`config.mk`:
```
export PLATFORM = sky130hd
export DESIGN_NAME = cgra0_conf_sender
export DESIGN_NICKNAME = d
export VERILOG_FILES = /design/src/rtl/cgra0_conf_sender.sv
export SDC_FILE = /design/constraint.sdc
export NUM_CORES = 1
export LEC_CHECK = 0
export CAP_MARGIN = 30
export CORE_MARGIN = 3
export CORE_UTILIZATION = 30
export DETAILED_ROUTE_END_ITERATION = 12
export HOLD_SLACK_MARGIN = 0.02
export SLEW_MARGIN = 20
export SYNTH_ARGS = -nofsm -noshare
export SYNTH_HDL_FRONTEND = slang
export SYNTH_SLANG_ARGS = --single-unit
```
`constraint.sdc`:
```
create_clock -name clk -period 5.2 [get_ports clk]
set_input_delay 0.78 -clock clk [delete_from_list [all_inputs] [get_ports clk]]
set_output_delay 0.78 -clock clk [all_outputs]
set_load 0.03 [all_outputs]
```
`src/rtl/cgra0_conf_sender.sv`:
```
// Configuration sender: buffers upstream 64-bit words in a small FIFO and broadcasts them one per cycle.
// Optional macro CGRA0_CONF_SENDER_TYPE_CHECK_EN blanks words whose type byte exceeds 7 and flags err_type.
module cgra0_conf_sender #(
  parameter int FIFO_DEPTH_LOG2 = 2
) (
  input  logic        clk,
  input  logic        rst,
  input  logic        start,
  input  logic [31:0] num_words,
  input  logic        abort,
  input  logic        conf_in_valid,
  input  logic [63:0] conf_in_data,
  output logic        conf_in_ready,
  output logic [63:0] conf_bus_out,
  output logic        busy,
  output logic        done,
  output logic [31:0] issued_count,
  output logic        err_type
);

  localparam int DEPTH = 1 << FIFO_DEPTH_LOG2;

  typedef enum logic [1:0] {IDLE = 2'd0, RUN = 2'd1, FLUSH = 2'd2, DONE = 2'd3} state_t;

  state_t                   state_r, state_nxt_s;
  logic [63:0]              fifo_mem_r [0:DEPTH-1];
  logic [FIFO_DEPTH_LOG2-1:0] wr_ptr_r, rd_ptr_r;
  logic [FIFO_DEPTH_LOG2:0] count_r;
  logic [31:0]              num_words_r, accepted_r, issued_r;
  logic [63:0]              bus_r, pop_word_s;
  logic                     err_r;
  logic                     full_s, ready_s, push_s, pop_s, pop_bad_s;
  logic                     start_acc_s, flush_s, last_pop_s;

`ifdef CGRA0_CONF_SENDER_TYPE_CHECK_EN
  function automatic logic type_bad(input logic [63:0] word);
    return word[7:0] > 8'd7;
  endfunction
`endif

  // Handshake, pop and control decode
  always_comb begin
    full_s      = count_r[FIFO_DEPTH_LOG2];
    ready_s     = (state_r == RUN) && !full_s && (accepted_r < num_words_r) && !abort;
    push_s      = conf_in_valid && ready_s;
    pop_s       = (state_r == RUN) && (count_r != '0) && !abort;
    pop_word_s  = fifo_mem_r[rd_ptr_r];
    start_acc_s = (state_r == IDLE) && start;
    flush_s     = abort && ((state_r == RUN) || (state_r == FLUSH));
    last_pop_s  = pop_s && ((issued_r + 32'd1) == num_words_r);
`ifdef CGRA0_CONF_SENDER_TYPE_CHECK_EN
    pop_bad_s   = type_bad(pop_word_s);
`else
    pop_bad_s   = 1'b0;
`endif
  end

  // Next-state logic; abort beats the final pop
  always_comb begin
    state_nxt_s = state_r;
    case (state_r)
      IDLE: begin
        if (start) begin
          state_nxt_s = (num_words == 32'd0) ? DONE : RUN;
        end else begin
          state_nxt_s = IDLE;
        end
      end
      RUN: begin
        if (abort) begin
          state_nxt_s = IDLE;
        end else if (last_pop_s) begin
          state_nxt_s = FLUSH;
        end else begin
          state_nxt_s = RUN;
        end
      end
      FLUSH:   state_nxt_s = abort ? IDLE : DONE;
      DONE:    state_nxt_s = IDLE;
      default: state_nxt_s = IDLE;
    endcase
  end

  // State register
  always_ff @(posedge clk) begin
    if (rst) begin
      state_r <= IDLE;
    end else begin
      state_r <= state_nxt_s;
    end
  end

  // FIFO storage; contents need no reset since occupancy gates every read
  always_ff @(posedge clk) begin
    if (push_s) begin
      fifo_mem_r[wr_ptr_r] <= conf_in_data;
    end
  end

  // FIFO pointers and occupancy
  always_ff @(posedge clk) begin
    if (rst || flush_s) begin
      wr_ptr_r <= '0;
      rd_ptr_r <= '0;
      count_r  <= '0;
    end else begin
      if (push_s) wr_ptr_r <= wr_ptr_r + FIFO_DEPTH_LOG2'(1);
      if (pop_s)  rd_ptr_r <= rd_ptr_r + FIFO_DEPTH_LOG2'(1);
      case ({push_s, pop_s})
        2'b10:   count_r <= count_r + (FIFO_DEPTH_LOG2 + 1)'(1);
        2'b01:   count_r <= count_r - (FIFO_DEPTH_LOG2 + 1)'(1);
        default: count_r <= count_r;
      endcase
    end
  end

  // Burst counters; issued count survives abort and idle
  always_ff @(posedge clk) begin
    if (rst) begin
      num_words_r <= 32'd0;
      accepted_r  <= 32'd0;
      issued_r    <= 32'd0;
    end else if (start_acc_s) begin
      num_words_r <= num_words;
      accepted_r  <= 32'd0;
      issued_r    <= 32'd0;
    end else begin
      if (push_s) accepted_r <= accepted_r + 32'd1;
      if (pop_s)  issued_r   <= issued_r + 32'd1;
    end
  end

  // Broadcast register: zero whenever nothing is popped
  always_ff @(posedge clk) begin
    if (rst) begin
      bus_r <= 64'd0;
    end else if (pop_s && !pop_bad_s) begin
      bus_r <= pop_word_s;
    end else begin
      bus_r <= 64'd0;
    end
  end

  // Sticky type-error flag
  always_ff @(posedge clk) begin
    if (rst || start_acc_s) begin
      err_r <= 1'b0;
    end else if (pop_s && pop_bad_s) begin
      err_r <= 1'b1;
    end else begin
      err_r <= err_r;
    end
  end

  assign conf_in_ready = ready_s;
  assign conf_bus_out  = bus_r;
  assign busy          = (state_r != IDLE);
  assign done          = (state_r == DONE);
  assign issued_count  = issued_r;
  assign err_type      = err_r;

endmodule
```
# [After elaboration in Yosys (flattened, before gate mapping)]
# Memories as Yosys holds them, arrays and structs flattened. A register that Yosys moved wholly into a read port is not among the register bits.
# Index checks and enable logic that the tools add are counted.
[classes] mux=9 n_reduce_logical=20 n_bitwise=1 eq_ne=6 order_cmp=1 addsub=6
[ops] op="$add 32x1->32 const B" n=2
[ops] op="$eq 32x32->1" n=1
[ops] op="$logic_not 32->1" n=1
[ops] op="$lt 32x32->1" n=1
[ops] op="$mux 2" n=5
[ops] op="$logic_and 1x1->1" n=9
[ops] op="$pmux 2 s4" n=1
[ops] op="$eq 2x2->1 const B" n=3
[ops] op="$pmux 3 s2" n=1
[ops] op="$add 2x1->2 const B" n=2
[ops] op="$eq 2x1->1 const B" n=2
[ops] op="$reduce_bool 2->1" n=2
[ops] op="$reduce_or 2->1" n=2
[ops] op="$add 3x1->3 const B" n=1
[ops] op="$reduce_bool 3->1" n=1
[ops] op="$sub 3x1->3 const B" n=1
[ops] op="$logic_not 1->1" n=2
[ops] op="$logic_not 2->1" n=1
[ops] op="$logic_or 1x1->1" n=2
[ops] op="$mux 1" n=2
[ops] op="$not 1->1" n=1
[totals] ram_bits=256 out_inout_bits=100 reg_bits=105 in_bits=101 mem_count=1 word_cells=51
[mem_list] name="fifo_mem_r" depth=4 width=64 read_ports=1 rd_clocked_by_memory_dff=1 write_ports=1 line="26" source="logic [63:0] fifo_mem_r [0:DEPTH-1];"

# [Logic depth before layout (Yosys ltp)]
# Gate-level depths: netlist of the first run.
[depth] depth_word=7 mapped_depth=16 mapped_depth_nobuf=15

# [Least setup slack after synthesis of the first run]
# Ideal clock, no wire load.
[synth_path] path_type="register to register" from="reg num_words_r[17]" to="mem fifo_mem_r[0][0], enable pin" n_path_buf=1 arrival_time_ps=3613 stages_incl_launch_ff=11 t_required_ps=4771 setup_ps=429 path_slack_ps=1158 period_less_slack_ps=4042 path_cell_list="dfxtp_1 inv_1 ha_1 a21o_1 a21o_1 a211o_1 a21oi_1 o2111a_1 o211a_1 clkbuf_1 and2_1"
[synth_via] elab_chain_len=6
[synth_rtl] element="start, declared" line="29" source="logic [31:0] num_words_r, accepted_r, issued_r;"
[synth_rtl] element="start signal, assigned" line="124" source="num_words_r <= num_words;"
[synth_rtl] element="$lt 32x32->1" line="44" source="ready_s = (state_r == RUN) && !full_s && (accepted_r < num_words_r) && !abort;"
[synth_rtl] element="$logic_and 1x1->1 (2 in series)" line="44"
[synth_rtl] element="$logic_and 1x1->1" line="45" source="push_s = conf_in_valid && ready_s;"
[synth_rtl] element="$mux 1" line="95" source="if (push_s) begin"
[synth_rtl] element="$mux 1 (implied by the code)" line="96" source="fifo_mem_r[wr_ptr_r] <= conf_in_data;"
[synth_rtl] element="end, declared" line="26"
# No other way between the ends.

# [Worst setup path in the final report of the first run]
[layout_path] from="reg num_words_r[17]" to="out conf_in_ready"
[layout_via] elab_chain_len=3
[layout_rtl] element="$lt 32x32->1" line="44"
[layout_rtl] element="$logic_and 1x1->1 (2 in series)" line="44"
[layout_rtl] element="end, declared" line="13" source="output logic conf_in_ready,"
# No other way between the ends.

==> run_results.csv, run 1 <==
group,metric,value,unit
worst_setup_path,cp_max_fo,8,
drt,drc,0,
floorplanning,die_h,248,µm
clocking,h-tree-depth,2,
min_path,whs_path_depth,2,
global_route,grt_usage,0.141,
worst_setup_path,worst_setup_path_end_kind,"output pin",
drt,drtIter0Drc,659,
synth,ys_seq_area_frac,0.630,
clocking,postCtsHoldBufs,0,
floorplanning,io_pins,201,
final_layout,nNetsFinal,1675,
synth,synthArstFlopShare,0,
worst_setup_path,critical-path-slowest-cell,"clkdlybuf4s50_1",
final_layout,final_layout_size_suffix_gt1_frac,0.116,
timing,maxSlewViolCount,0,
worst_setup_path,reg2reg_depth,16,
worst_setup_path,critPathKind,"flop to output pin",
timing,setup_slack,0.799,ns
worst_setup_path,rr_startpoint,"num_words_r[29]",
floorplanning,initial_core_util,0.304,
pwr,ir_drop,242,µV
worst_setup_path,slowest_delay,0.67,ns
global_route,grt_max_degree,57,
timing,fin_crit,4.40,ns
drt,drt-wirelength-per-cell,18.7,µm
drt,ant_nets,0,
floorplanning,die_area,0.0615,mm²
drt,wirelength,43700,µm
placement,gp_congestion,0.869,
clocking,clk_pin_slew_worst_paths,0.06,ns
floorplanning,num_rows,88,
synth,ys_warn_count,0,
drt,vias,11334,
synth,synth_enable_flop_cells,256,
outcome,status,"complete, no violations",
clocking,numCtsBuffers,47,
timing,worst_pin_slew,0.873,ns
final_layout,multiInputGateArea,0.00607,mm²
global_route,antenna_found_initial,6,
final_layout,stdcell_count,2335,
global_route,grt_overflow_total,0,
clocking,cts_sinks,425,
worst_setup_path,crit_arrival,3.62,ns
timing,tns,0,ns
floorplanning,die_x,248,µm
timing,max_freq,227,MHz
clocking,clock-root-buffer,"clkbuf_16",
final_layout,syn_to_final_growth,26.4,%
worst_setup_path,timing.critical_path.buf_inv,3,
synth,syn_area,0.0176,mm²
drt,via_per_inst,4.85,
timing,finalCritPeriodShare,0.846,
run,cap_violations,0,
final_layout,regArea,0.0111,mm²
pwr,p_per_area,339,mW/mm²
worst_setup_path,start_kind,"flop",
worst_setup_path,cp.required,4.42,ns
synth,synth_fp_nets,1469,
pwr,p_leak,7.29,nW
placement,place_ws,0.985,ns
min_path,hold_path_class,"flop to flop",
worst_setup_path,path_cells,"inv_1, ha_1, a21o_1, a21o_1, a211o_1, a21oi_1, o211ai_1, a211o_1, inv_1, clkdlybuf4s50_1",
timing,finalSetupViolations,0,
drt,dr.pass1.iters,5,
clocking,clockBufferDepth,3,
floorplanning,core_area,0.0578,mm²
timing,finalHoldViolCount,0,
min_path,worstHoldEndpoint,"num_words_r[15]",
clocking,post_cts_resized,0,
placement,io_buffers,199,
synth,syn_area_per_cell,13.3,µm²
synth,synth.distinct_cells,64,
synth,synth-seq-cells,425,
global_route,grt_pass1_vias,11602,
synth,synthFlopType,"edfxtp_1",
placement,place_inst,2245,
global_route,grt_pass1_wl,67100,µm
min_path,worstHoldStart,"num_words_r[15]",
worst_setup_path,critPathTopFamily,"compound AO/OA/AOI/OAI gates",
clocking,postCtsSetupRepairBufs,0,
worst_setup_path,r2r-end,"count_r[2]",
timing,fin_skew,0.0531,ns
clocking,insertion_delay,0.59,ns
final_layout,fillers,5416,
timing,rsz0062_at_grt,"no",
worst_setup_path,rrSetupSlack,1.16,ns
synth,synth_cells,1324,
clocking,tritoncts,"built",
placement,dpl.hpwl,29200,µm
timing,relSlewSlack,0.418,
synthesized netlist by cell type, types with 30 or more instances:
cell type,n,share of area
edfxtp_1,256,0.44
dfxtp_1,169,0.19
nand2_1,127,0.027
a21oi_1,72,0.021
nor2_1,68,0.015
nor2b_1,68,0.024
mux4_2,64,0.082
xnor2_1,51,0.025
inv_1,49,0.010
clkbuf_1,43,0.0092
ha_1,43,0.031
nand3_1,31,0.0088
nand4_1,30,0.011
xor2_1,30,0.015
tightest hold or removal path: stages (launching register included):
cell     delay, ns
dfxtp_1       0.31
nand2_1       0.05
a21oi_1       0.06
how the worst max path moves through the flow:
stage,from,to,slack [ns],cells after the start
global route,num_words_r[17],conf_in_ready,0.62,10
global placement,abort,conf_in_ready,1.01,8
finish,num_words_r[17],conf_in_ready,0.80,10
floorplan,num_words_r[17],fifo_mem_r[0][0],1.16,10
CTS,num_words_r[17],conf_in_ready,0.60,10
detailed placement,abort,conf_in_ready,0.99,8
final cells by class:
type / count / share of cell area
diodes: 1 / 0.000113
clock inverters: 21 / 0.0163
clock buffers: 67 / 0.0614
multi-input cells: 790 / 0.273
inverters: 49 / 0.00828
flip-flops and latches: 425 / 0.499
repair buffers: 217 / 0.0988
well taps: 765 / 0.0431
power by group:
| group | leakage, nW | internal (mW) | total [mW] | switching, mW |
|---|---|---|---|---|
| Combinational | 2.77 | 0.142 | 0.302 | 0.160 |
| Sequential | 3.67 | 3.59 | 3.61 | 0.0201 |
| Clock | 0.843 | 2.20 | 3.61 | 1.41 |
sequential cells by signal, summed over array words and instances (netlist names):
name	flops
rd_ptr_r	2
accepted_r	32
num_words_r	32
wr_ptr_r	2
fifo_mem_r	256
count_r	3
conf_bus_out	64
issued_count	32
state_r	2
kinds of logic (layout without fill, tap and decap cells):
logic type               Yosys count  in the layout  synth area share
AND/OR/NAND/NOR                  439            439             0.132
flip-flops                       425            425             0.630
AO/OA/AOI/OAI                    154            154            0.0541
buffers and inverters            109            354            0.0254
XOR/XNOR                          81             81            0.0404
multiplexers                      71             71            0.0861
adder cells (fa/ha/maj)           44             44            0.0318
other                              1              2          0.000213
routing by layer:
layer,GRT usage,vias up,routed length [µm]
met2,0.237,327,21000
met4,0.0429,10,1010
met1,0.176,5627,18300
li1,-,5294,-
met5,0,-,68
met3,0.0397,76,3320
per-stage QoR:
stage	total power [mW]	hold slack (ns)	utilization	area, µm²
finish	7.52	0.463	0.384	22200
global route	7.78	0.492	0.384	22200
CTS	7.62	0.462	0.384	22200
detailed placement	3.99	0.453	0.354	20500
global placement	3.98	0.445	0.354	20400
floorplan	3.83	0.436	-	17600
cell usage in the layout, fill, tap and decap left out, drive strengths merged, types with 4 or more instances in the layout:
| cell type | Yosys | routed |
|---|---|---|
| nand2b | 4 | 4 |
| nor2 | 68 | 68 |
| a21o | 11 | 11 |
| nor2b | 68 | 68 |
| nand3 | 32 | 32 |
| nor4 | 19 | 19 |
| xnor2 | 51 | 51 |
| and2 | 13 | 13 |
| nor3 | 17 | 17 |
| and3 | 16 | 16 |
| or3 | 22 | 22 |
| bufinv | 0 | 7 |
| clkinv | 0 | 12 |
| nand4 | 32 | 32 |
| o21a | 6 | 6 |
| mux4 | 64 | 64 |
| dfxtp | 169 | 169 |
| a2111oi | 4 | 4 |
| a21oi | 72 | 72 |
| o31ai | 4 | 4 |
| o21ai | 27 | 27 |
| and4 | 5 | 5 |
| or4 | 5 | 5 |
| clkdlybuf4s50 | 0 | 199 |
| edfxtp | 256 | 256 |
| clkbuf | 43 | 68 |
| or2 | 4 | 4 |
| ha | 43 | 43 |
| xor2 | 30 | 30 |
| nand2 | 127 | 127 |
| nand4b | 6 | 6 |
| buf | 17 | 17 |
| mux2i | 6 | 6 |
| inv | 49 | 51 |
(Power assumes the default switching activity.)
==> run 2: changes to the inputs <==
==> constraint.sdc (replaced) <==
create_clock -name clk -period 4.05 [get_ports clk]
set_input_delay 0.6075 -clock clk [delete_from_list [all_inputs] [get_ports clk]]
set_output_delay 0.6075 -clock clk [all_outputs]
set_load 0.03 [all_outputs]
==> run_results.csv, run 2 (same netlist as run 1, synthesis figures left out) <==
group,metric,value,unit
global_route,met2_usage,0.237,
timing,relSlewSlack,0.387,
timing,tns,0,ns
worst_setup_path,path_cells,"inv_1, ha_1, a21o_1, a21o_1, a211o_1, a21oi_1, o211ai_1, a211o_1, inv_1, dlygate4sd2_1",
timing,maxSlewViolCount,0,
final_layout,regArea,0.0111,mm²
floorplanning,io_pins,201,
floorplanning,core_area,0.0578,mm²
pwr,p_int,7.15,mW
clocking,tritoncts,"built",
global_route,met3_usage,0.0403,
final_layout,layout_commonest_cell,"edfxtp_1",
global_route,gr-usage-met1,0.182,
floorplanning,die_area,0.0615,mm²
floorplanning,initial_core_util,0.304,
timing,fin_crit,3.76,ns
worst_setup_path,crit_arrival,3.15,ns
min_path,hold_path_class,"flop to flop",
final_layout,syn_to_final_growth,25.6,%
worst_setup_path,cp_max_fo,7,
placement,place_inst,2250,
drt,ant_nets,0,
global_route,grt_overflow_total,0,
min_path,worstHoldStart,"num_words_r[15]",
global_route,grt_pass1_vias,11519,
clocking,clk_pin_slew_worst_paths,0.06,ns
placement,dpl.hpwl,29700,µm
worst_setup_path,critical-path-slowest-cell,"dlygate4sd2_1",
timing,whs,0.463,ns
final_layout,regMostFlops,"fifo_mem_r",
timing,rsz0062_at_grt,"no",
final_layout,nNetsFinal,1678,
global_route,grt-busiest-layer,"met2",
pwr,ir_drop,336,µV
timing,worst_pin_slew,0.920,ns
drt,vias,11276,
pwr,p_sw,2.00,mW
clocking,numCtsBuffers,46,
global_route,antenna_found_initial,8,
worst_setup_path,rrSetupSlack,0.58,ns
clocking,postCtsHoldBufs,0,
timing,max_freq,266,MHz
floorplanning,num_rows,88,
timing,finalSetupViolations,0,
timing,setup_slack,0.290,ns
worst_setup_path,critPathTopFamily,"compound AO/OA/AOI/OAI gates",
pwr,p_total,9.15,mW
worst_setup_path,rr_startpoint,"num_words_r[29]",
timing,finalCritPeriodShare,0.928,
worst_setup_path,slowest_delay,0.42,ns
final_layout,fillers,5522,
pwr,p_leak,7.23,nW
final_layout,final_cell_mix,"256 x edfxtp_1, 198 x clkdlybuf4s50_1, 167 x dfxtp_1, 127 x nand2_1, 72 x a21oi_1",
drt,dr.pass1.iters,5,
outcome,status,"complete, no violations",
final_layout,stdcell_count,2337,
final_layout,largest_reg_flops,256,
floorplanning,die_x,248,µm
drt,via_per_inst,4.82,
clocking,insertion_delay,0.60,ns
worst_setup_path,worst_setup_path_end_kind,"output pin",
final_layout,multiInputGateArea,0.00607,mm²
pwr,p_per_area,415,mW/mm²
pwr,p_seq_frac,0.507,
worst_setup_path,critPathKind,"flop to output pin",
clocking,clock-root-buffer,"clkbuf_16",
worst_setup_path,crit_path_start,"num_words_r[17]",
drt,wirelength,43800,µm
worst_setup_path,timing.critical_path.buf_inv,3,
run,cap_violations,0,
clocking,clockBufferDepth,3,
timing,finalHoldViolCount,0,
placement,place_ws,0.505,ns
timing,fin_skew,0.0463,ns
worst_setup_path,start_kind,"flop",
pwr,pwr-share-clk,0.450,
pwr,switching_share,0.219,
worst_setup_path,cp.required,3.44,ns
drt,drtIter0Drc,784,
drt,drt-wirelength-per-cell,18.7,µm
floorplanning,die_h,248,µm
clocking,h-tree-depth,2,
placement,io_buffers,199,
pwr,pwr-share-comb,0.043,
global_route,grt_max_degree,65,
clocking,cts_sinks,425,
global_route,grt_usage,0.142,
final_layout,final_layout_size_suffix_gt1_frac,0.116,
placement,gp_congestion,0.883,
drt,drc,0,
global_route,grt_pass1_wl,67300,µm
run 2: cell count changes in the layout (fill, tap and decap cells not counted), sizes merged:
cell	before	now
clkdlybuf4s50	199	198
dlygate4sd2	0	1
clkbuf	68	63
buf	17	22
bufinv	7	1
clkinvlp	0	1
clkinv	12	19
inv	51	50
diode	1	2
run 2: path summary, 6_finish.rpt:
check | to | depth (start not counted)
setup / recovery | conf_in_ready | 10
hold / removal | num_words_r[15] | 2
setup reg to reg | count_r[2] | 15
hold reg to reg | num_words_r[15] | 2
run 2: layout make-up:
cell class,instances,share of cell area
Antenna cell,2,0.000227
Sequential cell,425,0.502
Inverter,49,0.00833
Tap cell,765,0.0434
Clock inverter,22,0.00992
Timing Repair Buffer,221,0.102
Multi-Input combinational cell,790,0.275
Clock buffer,63,0.0592
run 2: per-stage QoR:
step           area, µm²   util
4_1_cts            22100  0.382
6_report           22100  0.382
3_5_place_dp       20500  0.355
2_1_floorplan      17600      -
5_1_grt            22100  0.382
3_3_place_gp       20500  0.355
run 2: worst min-delay path: cells and delay by family, from the launching register on:
kind | cells | cell delay [ns]
DFF | 1 | 0.31
and+or+nand+nor | 1 | 0.05
AOI/OAI and AO/OA | 1 | 0.06
run 2: power by group through the flow:
stage               Combinational (mW)  Sequential (mW)  Clock (mW)
CTS                              0.395             4.64        4.23
global placement                 0.383             4.73           0
floorplan                        0.184             4.73           0
global route                     0.431             4.64        4.41
finish                           0.393             4.64        4.12
detailed placement               0.392             4.73           0
run 2: layer usage:
| metal | routed length [µm] | up-vias |
|---|---|---|
| li1 | - | 5291 |
| met1 | 18500 | 5580 |
| met2 | 20900 | 324 |
| met3 | 3430 | 69 |
| met4 | 856 | 12 |
| met5 | 81 | - |
run 2: repair_timing:
item                       CTS  global route
gates resized for setup      2             0
setup buffers                0             0
setup endpoints to repair    1             0
==> run 3: changes to the inputs <==
==> constraint.sdc (replaced) <==
create_clock -name clk -period 3.09 [get_ports clk]
set_input_delay 0.4635 -clock clk [delete_from_list [all_inputs] [get_ports clk]]
set_output_delay 0.4635 -clock clk [all_outputs]
set_load 0.03 [all_outputs]
==> run_results.csv, run 3 (same netlist as run 1, synthesis figures left out) <==
group,metric,value,unit
timing,rsz0062_at_grt,"yes",
pwr,ir_drop,426,µV
drt,via_per_inst,4.81,
global_route,grt_overflow_total,0,
final_layout,largest_reg_flops,256,
timing,whs,0.473,ns
clocking,clockBufferDepth,3,
placement,dpl.hpwl,31100,µm
timing,fin_crit,3.14,ns
timing,relSlewSlack,0.492,
placement,place_inst,2305,
drt,drt-wirelength-per-cell,18.9,µm
drt,dr.pass1.iters,5,
clocking,insertion_delay,0.59,ns
drt,drc,0,
clocking,tritoncts,"built",
final_layout,layout_commonest_cell,"edfxtp_1",
global_route,grt_pass1_vias,11857,
floorplanning,core_area,0.0578,mm²
timing,setup_slack,-0.0498,ns
global_route,grt_pass1_wl,69100,µm
worst_setup_path,cp_max_fo,4,
final_layout,syn_to_final_growth,30.2,%
floorplanning,die_h,248,µm
drt,drtIter0Drc,632,
outcome,violations,"negative setup slack",
floorplanning,die_area,0.0615,mm²
worst_setup_path,worst_setup_path_end_kind,"output pin",
timing,maxSlewViolCount,0,
drt,wirelength,45400,µm
final_layout,stdcell_count,2408,
placement,placed_cell_area,0.0210,mm²
final_layout,regMostFlops,"fifo_mem_r",
global_route,grt_max_degree,65,
timing,finalCritPeriodShare,1.02,
pwr,p_leak,7.67,nW
drt,vias,11593,
placement,io_buffers,199,
run,cap_violations,0,
worst_setup_path,critPathKind,"flop to output pin",
timing,worst_pin_slew,0.757,ns
final_layout,final_layout_size_suffix_gt1_frac,0.171,
worst_setup_path,cp.required,2.63,ns
timing,tns,-0.0498,ns
clocking,postCtsHoldBufs,0,
timing,fin_skew,0.0235,ns
worst_setup_path,start_kind,"flop",
timing,finalSetupViolations,1,
floorplanning,io_pins,201,
worst_setup_path,crit_arrival,2.68,ns
clocking,clk_pin_slew_worst_paths,0.06,ns
placement,place_ws,0.0174,ns
timing,max_freq,318,MHz
min_path,hold_path_class,"primary input to flop",
final_layout,final_cell_mix,"256 x edfxtp_1, 198 x clkdlybuf4s50_1, 158 x dfxtp_1, 127 x nand2_1, 76 x buf_4",
global_route,antenna_found_initial,5,
floorplanning,num_rows,88,
floorplanning,die_x,248,µm
timing,finalHoldViolCount,0,
floorplanning,initial_core_util,0.304,
pwr,p_total,12.4,mW
final_layout,fillers,5467,
drt,ant_nets,0,
placement,gp_congestion,0.864,
final_layout,final_area,0.0229,mm²
clocking,cts_sinks,425,
outcome,status,"finished, violations left",
global_route,grt_usage,0.145,
clocking,numCtsBuffers,47,
final_layout,nNetsFinal,1749,
clocking,h-tree-depth,2,
pwr,p_per_area,544,mW/mm²
clocking,clock-root-buffer,"clkbuf_16",
final_layout,fin_util,0.396,
## run 3: changes by cell type in the layout (fill, tap and decap cells not counted), sizes merged
cell         previous run  this run
and2                   13        14
buf                    22        89
bufinv                  1         6
clkinv                 19        17
diode                   2         1
dlygate4sd2             1         0
inv                    50        52
## run 3: layout make-up
class | count | area, µm² | share of cell area
antenna | 1 | 2.50 | 0.000109
clock inverter | 27 | 364 | 0.0159
multi-input combinational | 791 | 6150 | 0.269
tap | 765 | 957 | 0.0418
clock buffer | 60 | 1250 | 0.0548
sequential | 425 | 11100 | 0.485
timing repair buffer | 290 | 2880 | 0.126
inverter | 49 | 184 | 0.00804
## run 3: where the power goes
group	switching [mW]	internal [mW]
sequential	0.0325	6.05
combinational	0.300	0.282
clock	2.35	3.43
total	2.69	9.75
## run 3: repair_timing
item	4_1_cts	5_1_grt
endpoints found under the setup margin	2	43
cloned	0	4
resized for setup	22	6
setup buffers	7	6
pin swaps	15	8
## run 3: path summary, 6_finish.rpt
path                    from              end  slack (ns)  cells after the start
max          num_words_r[31]    conf_in_ready       -0.05                     11
min            num_words[29]  num_words_r[29]        0.47                      3
min reg2reg  num_words_r[15]  num_words_r[15]        0.47                      2
max reg2reg  num_words_r[31]       count_r[2]           0                     16
## run 3: critical path, cell delays in order (launching register included)
cell and delay, ns:
dfxtp_2 0.33, inv_2 0.05, ha_4 0.25, nand4_1 0.16, nor2_1 0.16, nand3_1 0.14, nor3_2 0.22, buf_4 0.14
o2111a_2 0.25, a211o_1 0.18, inv_2 0.06, buf_6 0.13
## run 3: metal layers
layer / GRT usage / share of wire / wire length [µm]
met5: 0 / 0.00090 / 41
met3: 0.0399 / 0.070 / 3190
met1: 0.187 / 0.43 / 19500
met4: 0.0455 / 0.025 / 1150
met2: 0.238 / 0.47 / 21500
